## config.mk

```make
export PLATFORM = sky130hd
export DESIGN_NAME = if_id_stage
export DESIGN_NICKNAME = d
export VERILOG_FILES = /design/src/rtl/if_id_stage_pkg.sv /design/src/rtl/if_id_stage_hold_buf.sv /design/src/rtl/if_id_stage.sv
export SDC_FILE = /design/constraint.sdc
export NUM_CORES = 1
export LEC_CHECK = 0
export BUFFER_PORTS_ARGS = -buffer_cell sky130_fd_sc_hd__buf_4
export CAP_MARGIN = 10
export CORE_MARGIN = 2
export CORE_UTILIZATION = 40
export CTS_BUF_LIST = sky130_fd_sc_hd__clkbuf_16
export DETAILED_ROUTE_END_ITERATION = 16
export MAX_ROUTING_LAYER = met4
export PLACE_DENSITY = 0.71
export SYNTH_ARGS = -nofsm -noshare
export SYNTH_HDL_FRONTEND = slang
export SYNTH_HIERARCHICAL = 1
export SYNTH_SLANG_ARGS = --single-unit
```

## constraint.sdc

```tcl
create_clock -name clock -period 2.4 [get_ports clock]
set_input_delay 0.24 -clock clock [delete_from_list [all_inputs] [get_ports clock]]
set_output_delay 0.24 -clock clock [all_outputs]
set_load 0.005 [all_outputs]
```

## src/rtl/if_id_stage_pkg.sv

```systemverilog
// +--------------------------------------------------------------------------+
// | if_id_stage_pkg : shared fetch/decode pipeline types and IF/ID layout     |
// | Rev 1.0                                                                  |
// +--------------------------------------------------------------------------+
`default_nettype none

package if_id_stage_pkg;

  localparam int unsigned XLEN   = 32;
  localparam int unsigned ILEN   = 32;
  localparam logic [ILEN-1:0] NOP = 32'h0000_0000;

  typedef enum logic [0:0] {
    FETCH = 1'b0,
    HOLD  = 1'b1
  } fetch_state_e;

  // IF/ID register layout: {valid, instr, pc_add}, shared with decode and ID/EX.
  localparam int unsigned IFID_PCADD_LSB = 0;
  localparam int unsigned IFID_PCADD_MSB = XLEN - 1;
  localparam int unsigned IFID_INSTR_LSB = XLEN;
  localparam int unsigned IFID_INSTR_MSB = XLEN + ILEN - 1;
  localparam int unsigned IFID_VALID_BIT = XLEN + ILEN;
  localparam int unsigned IFID_W         = XLEN + ILEN + 1;

  function automatic logic [IFID_W-1:0] pack_ifid(input logic            valid,
                                                  input logic [ILEN-1:0] instr,
                                                  input logic [XLEN-1:0] pc_add);
    return {valid, instr, pc_add};
  endfunction

endpackage

`default_nettype wire

```

## src/rtl/if_id_stage_hold_buf.sv

```systemverilog
// +--------------------------------------------------------------------------+
// | if_hold_buf : one-entry {instr, pc_add} buffer with full flag             |
// | Rev 1.0                                                                  |
// +--------------------------------------------------------------------------+
`default_nettype none

module if_hold_buf
  import if_id_stage_pkg::*;
(
  input  logic            clock,
  input  logic            reset_n,
  input  logic            load_i,
  input  logic            drain_i,
  input  logic [ILEN-1:0] instr_i,
  input  logic [XLEN-1:0] pc_add_i,
  output logic            full_o,
  output logic [ILEN-1:0] instr_o,
  output logic [XLEN-1:0] pc_add_o
);

  logic            full_q,   full_d;
  logic [ILEN-1:0] instr_q,  instr_d;
  logic [XLEN-1:0] pc_add_q, pc_add_d;

  // Drain wins over load: a redirect discards whatever arrives with it.
  always_comb begin
    full_d   = full_q;
    instr_d  = instr_q;
    pc_add_d = pc_add_q;
    if (drain_i) begin
      full_d = 1'b0;
    end else if (load_i) begin
      full_d   = 1'b1;
      instr_d  = instr_i;
      pc_add_d = pc_add_i;
    end
  end

  always_ff @(posedge clock or negedge reset_n) begin
    if (!reset_n) begin
      full_q   <= 1'b0;
      instr_q  <= NOP;
      pc_add_q <= '0;
    end else begin
      full_q   <= full_d;
      instr_q  <= instr_d;
      pc_add_q <= pc_add_d;
    end
  end

  assign full_o   = full_q;
  assign instr_o  = instr_q;
  assign pc_add_o = pc_add_q;

endmodule

`default_nettype wire

```

## src/rtl/if_id_stage.sv

```systemverilog
// +--------------------------------------------------------------------------+
// | if_id_stage : PC, instruction fetch FSM and IF/ID pipeline register      |
// | Rev 1.0                                                                  |
// +--------------------------------------------------------------------------+
`default_nettype none

module if_id_stage
  import if_id_stage_pkg::*;
#(
  parameter logic [XLEN-1:0] RESET_PC = 32'h0000_0000,
  parameter logic [XLEN-1:0] PC_INC   = 32'd4
) (
  input  logic            clock,
  input  logic            reset_n,
  input  logic            stall,
  input  logic            redirect_valid,
  input  logic [XLEN-1:0] redirect_pc,
  output logic            imem_req,
  output logic [XLEN-1:0] imem_addr,
  input  logic [ILEN-1:0] imem_rdata,
  input  logic            imem_ready,
  output logic [ILEN-1:0] if_id_instr,
  output logic [XLEN-1:0] if_id_pc_add_out,
  output logic            if_id_valid,
  output logic [31:0]     fetch_count
);

  fetch_state_e      state_q;
  logic [XLEN-1:0]   pc_q;
  logic [IFID_W-1:0] ifid_q;
  logic [31:0]       fetch_count_q;

  logic [XLEN-1:0]   pc_plus;
  logic              buf_load;
  logic              buf_drain;
  logic              buf_full;
  logic [ILEN-1:0]   buf_instr;
  logic [XLEN-1:0]   buf_pc_add;

  assign pc_plus   = pc_q + PC_INC;
  assign buf_load  = !redirect_valid && (state_q == FETCH) && imem_ready && stall;
  assign buf_drain = redirect_valid || ((state_q == HOLD) && !stall);

  if_hold_buf u_hold_buf (
    .clock    (clock),
    .reset_n  (reset_n),
    .load_i   (buf_load),
    .drain_i  (buf_drain),
    .instr_i  (imem_rdata),
    .pc_add_i (pc_plus),
    .full_o   (buf_full),
    .instr_o  (buf_instr),
    .pc_add_o (buf_pc_add)
  );

  always_ff @(posedge clock or negedge reset_n) begin
    if (!reset_n) begin
      state_q       <= FETCH;
      pc_q          <= RESET_PC;
      ifid_q        <= pack_ifid(1'b0, NOP, '0);
      fetch_count_q <= '0;
    end else if (redirect_valid) begin
      state_q                <= FETCH;
      pc_q                   <= redirect_pc;
      ifid_q[IFID_VALID_BIT] <= 1'b0;
    end else begin
      case (state_q)
        FETCH: begin
          if (imem_ready) begin
            pc_q <= pc_plus;
            if (stall) begin
              state_q <= HOLD;
            end else begin
              ifid_q        <= pack_ifid(1'b1, imem_rdata, pc_plus);
              fetch_count_q <= fetch_count_q + 32'd1;
            end
          end else if (!stall) begin
            ifid_q[IFID_VALID_BIT] <= 1'b0;
          end
        end
        HOLD: begin
          if (!stall) begin
            ifid_q        <= pack_ifid(buf_full, buf_instr, buf_pc_add);
            fetch_count_q <= fetch_count_q + 32'd1;
            state_q       <= FETCH;
          end
        end
        default: state_q <= FETCH;
      endcase
    end
  end

  // Request is gated by reset_n so it drops the instant reset asserts.
  assign imem_req         = reset_n && (state_q == FETCH);
  assign imem_addr        = pc_q;
  assign if_id_valid      = ifid_q[IFID_VALID_BIT];
  assign if_id_instr      = ifid_q[IFID_INSTR_MSB:IFID_INSTR_LSB];
  assign if_id_pc_add_out = ifid_q[IFID_PCADD_MSB:IFID_PCADD_LSB];
  assign fetch_count      = fetch_count_q;

endmodule

`default_nettype wire

```

==> results by group <==
Placement
  • Dpl cells: ~1.3k
  • GP Congestion: about 0.86
  • Final HPWL DP: between 15000 and 20000 µm
  • IO buf count: ~200

Logic synthesis
  • Post-synth EDFFs: 0
  • Mapped Cells: 826
  • Syn Nets: 897
  • Post-Syn Area per Cell: about 12 µm²
  • Synth Register Bits: 195
  • Warnings from Yosys: 6
  • Asr flop ratio synth: 100%
  • Synth cell types: 53
  • Primary FF master, synth: dfrtp_1
  • Sequential fraction of the synthesis area: a little over 50%
  • Syn Std Cell Area: 0.00958 mm²

Timing
  • Crit share post-route: around nine tenths
  • Final Hold Viols: 0
  • RSZ-0062 raised after global routing: false
  • Slew HR: a little under three fifths
  • Crit path time final: 2150 ps
  • Clock skew: around 13 ps
  • Fmax: 465 MHz
  • Final setup violation count: 0
  • Setup TNS: 0 ps
  • Worst-margin pin slew: between 600 and 700 ps
  • Final Max Slew Viols: 0

Power
  • Int Pwr: ~0.0067 W
  • Seq pwr share: 47.3%
  • Worst vdd ir: approximately 0.00037 V
  • Switching Power: approximately 0.0025 W
  • Pwr dens: just under 800 mW/mm²
  • Clock Power Share: 32.4%
  • Gate power share: about a fifth
  • Sw Share: roughly 27%
  • Total leakage power: between 5 and 6 nW

Hold path
  • Min-delay worst type: in2reg
  • Min-delay src: redirect_pc[23]
  • Hold endpoint: imem_addr[23]
  • Hold depth: 3

Clocking
  • Clock Latency Late Sink: roughly 430 ps
  • Post-CTS Setup Inserts: 0
  • TritonCTS clock tree: built
  • CTS max path bufs: 2
  • CTS Sinks: approximately 200
  • Hold Buf Count CTS: 2
  • Post-CTS resize count: 0
  • Clock Tree Root: clkbuf_16
  • Worst-path clk slew: ~70 ps
  • CTS Buf Count: 17
  • Number of H-tree levels: 4

Drt
  • Pre-Repair DR Iteration Count: 4
  • Via count: approximately 6.7k
  • Wirelength, routed: 22900 µm
  • Vias/cell: about 5.0
  • ANT nets after route: 0
  • DRC: 0
  • Iter 0 DRT Violations: about 480
  • DR WL/cell: between 15 and 20 µm

Setup path
  • Cells on worst reg2reg path: 5
  • Crit path capture type: flop
  • Worst-path maximum fanout: 9
  • Worst path arrival time: 2450 ps
  • Startpoint Class: flop
  • Data required, critical path: 2700 ps
  • R2r endpoint: ifid_q[31]
  • Register-to-register setup slack: approximately 250 ps
  • Crit path kind: reg2reg
  • FF-to-FF Start: imem_addr[9]

Floorplanning
  • Num ports: slightly below 200
  • Initial Util: around two fifths
  • Die W: 159 µm
  • Core Rows: 56
  • Die H: between 150 and 200 µm
  • Core ar.: 0.0235 mm²
  • Die Area: about 0.025 mm²

Final layout
  • Fin util: about half
  • Number of fill cells in the layout: 2118
  • NumNets Final: ~1.1k
  • Register Area: approximately 0.005 mm²
  • Layout area overhead: 24.5%
  • Area of the multi-input gates: around 0.0043 mm²
  • Fin cells: ~1.3k
  • Antenna Cells: 0
  • Commonest non-fill, non-tap cell in the layout: buf_4
  • Share of layout cells above drive strength 1: 33.5%
  • Commonest cells after routing, fill and taps aside: buf_4 (214), dfrtp_1 (194), nand2_1 (111)

Global route
  • Met1 Use GR: 26.9%
  • Overflow after GRT: 0
  • Gr usage total: a little under a fifth
  • Initial antenna violation count: 0
  • Largest net degree at the start of global routing: 119
  • Routing usage on met3: under 10%
  • Grt peak-use layer: met2
  • Grt met2 use: 27.3%
  • First-pass GRT wire length: approximately 38000 µm
  • Number of global-route vias before repair: between 6k and 7k

Run
  • Max-Cap Viols: 0

Outcome
  • Outcome: finished clean
-- synthesized netlist by cell type, types with 21 or more instances --
cell,count,share of area (%)
mux2i_1,39,4.1
nand2_1,111,4.3
xor2_1,29,2.7
nor2_1,26,1.0
dfrtp_1,195,51
and3_1,25,1.6
clkbuf_1,21,0.82
nand3_1,36,1.9
mux2_4,60,9.4
o21ai_0,66,3.4
xnor2_1,55,5.0
-- per-layer routing --
metal | vias to the layer above | routed length [µm]
li1 | 3275 | -
met1 | 3263 | 11100
met2 | 191 | 10300
met3 | 20 | 1140
met4 | 0 | 359
met5 | - | 0
-- how the worst max path moves through the flow --
stage	startpoint	cells past startpoint	slack (ps)	to
after floorplan	state_q	9	350	u_hold_buf/instr_o[0]
after global placement	state_q	6	290	fetch_count[26]
after detailed placement	state_q	6	240	fetch_count[14]
after CTS	state_q	6	230	fetch_count[14]
after global routing	state_q	6	80	fetch_count[14]
final	imem_addr[9]	5	250	ifid_q[31]
-- power groups by stage --
stage	clock network [W]	logic, W	registers, W
after floorplan	0	0.00100	0.00430
after global placement	0	0.00184	0.00437
after detailed placement	0	0.00187	0.00440
after CTS	0.00305	0.00189	0.00434
after global routing	0.00318	0.00203	0.00443
final	0.00297	0.00186	0.00434
-- through the flow --
stage	hold slack [ps]	instance area (µm²)	power [W]	setup slack, ps
floorplan	-55.6	9580	0.00531	346
global placement	210	11300	0.00621	292
detailed placement	217	11300	0.00627	237
CTS	0.647	11900	0.00928	231
global route	10.9	11900	0.00964	83.3
finish	18.9	11900	0.00917	249
-- state kept, by name, summed over array words and instances (netlist names) --
| signal | flops |
|---|---|
| u_hold_buf/pc_add_o | 32 |
| imem_addr | 32 |
| u_hold_buf/instr_o | 32 |
| state_q | 1 |
| fetch_count | 32 |
| u_hold_buf/full_o | 1 |
| ifid_q | 65 |
-- critical path, cell delays in order, from the launching register on --
cell     delay, ps
dfrtp_1        530
nand4_2        240
nor4_2         570
nand3_1        160
xnor2_1        200
a221o_1        340
-- cell families after synthesis --
family	Yosys count	synth area share (%)
flip-flops	195	50.9
multiplexers	106	14.3
adder cells (fa/ha/maj)	2	0.261
AND/OR/NAND/NOR	280	15.9
buffers and inverters	58	4.48
AO/OA/AOI/OAI	101	6.44
XOR/XNOR	84	7.68
-- layout make-up --
type	instances	area share (%)
clock inverters	15	1.52
clock buffers	17	3.57
repair buffers	222	14.6
multi-input cells	573	35.9
inverters	6	0.189
well taps	319	3.34
flip-flops and latches	195	40.9
No activity file was read; power rests on OpenSTA's default activity.
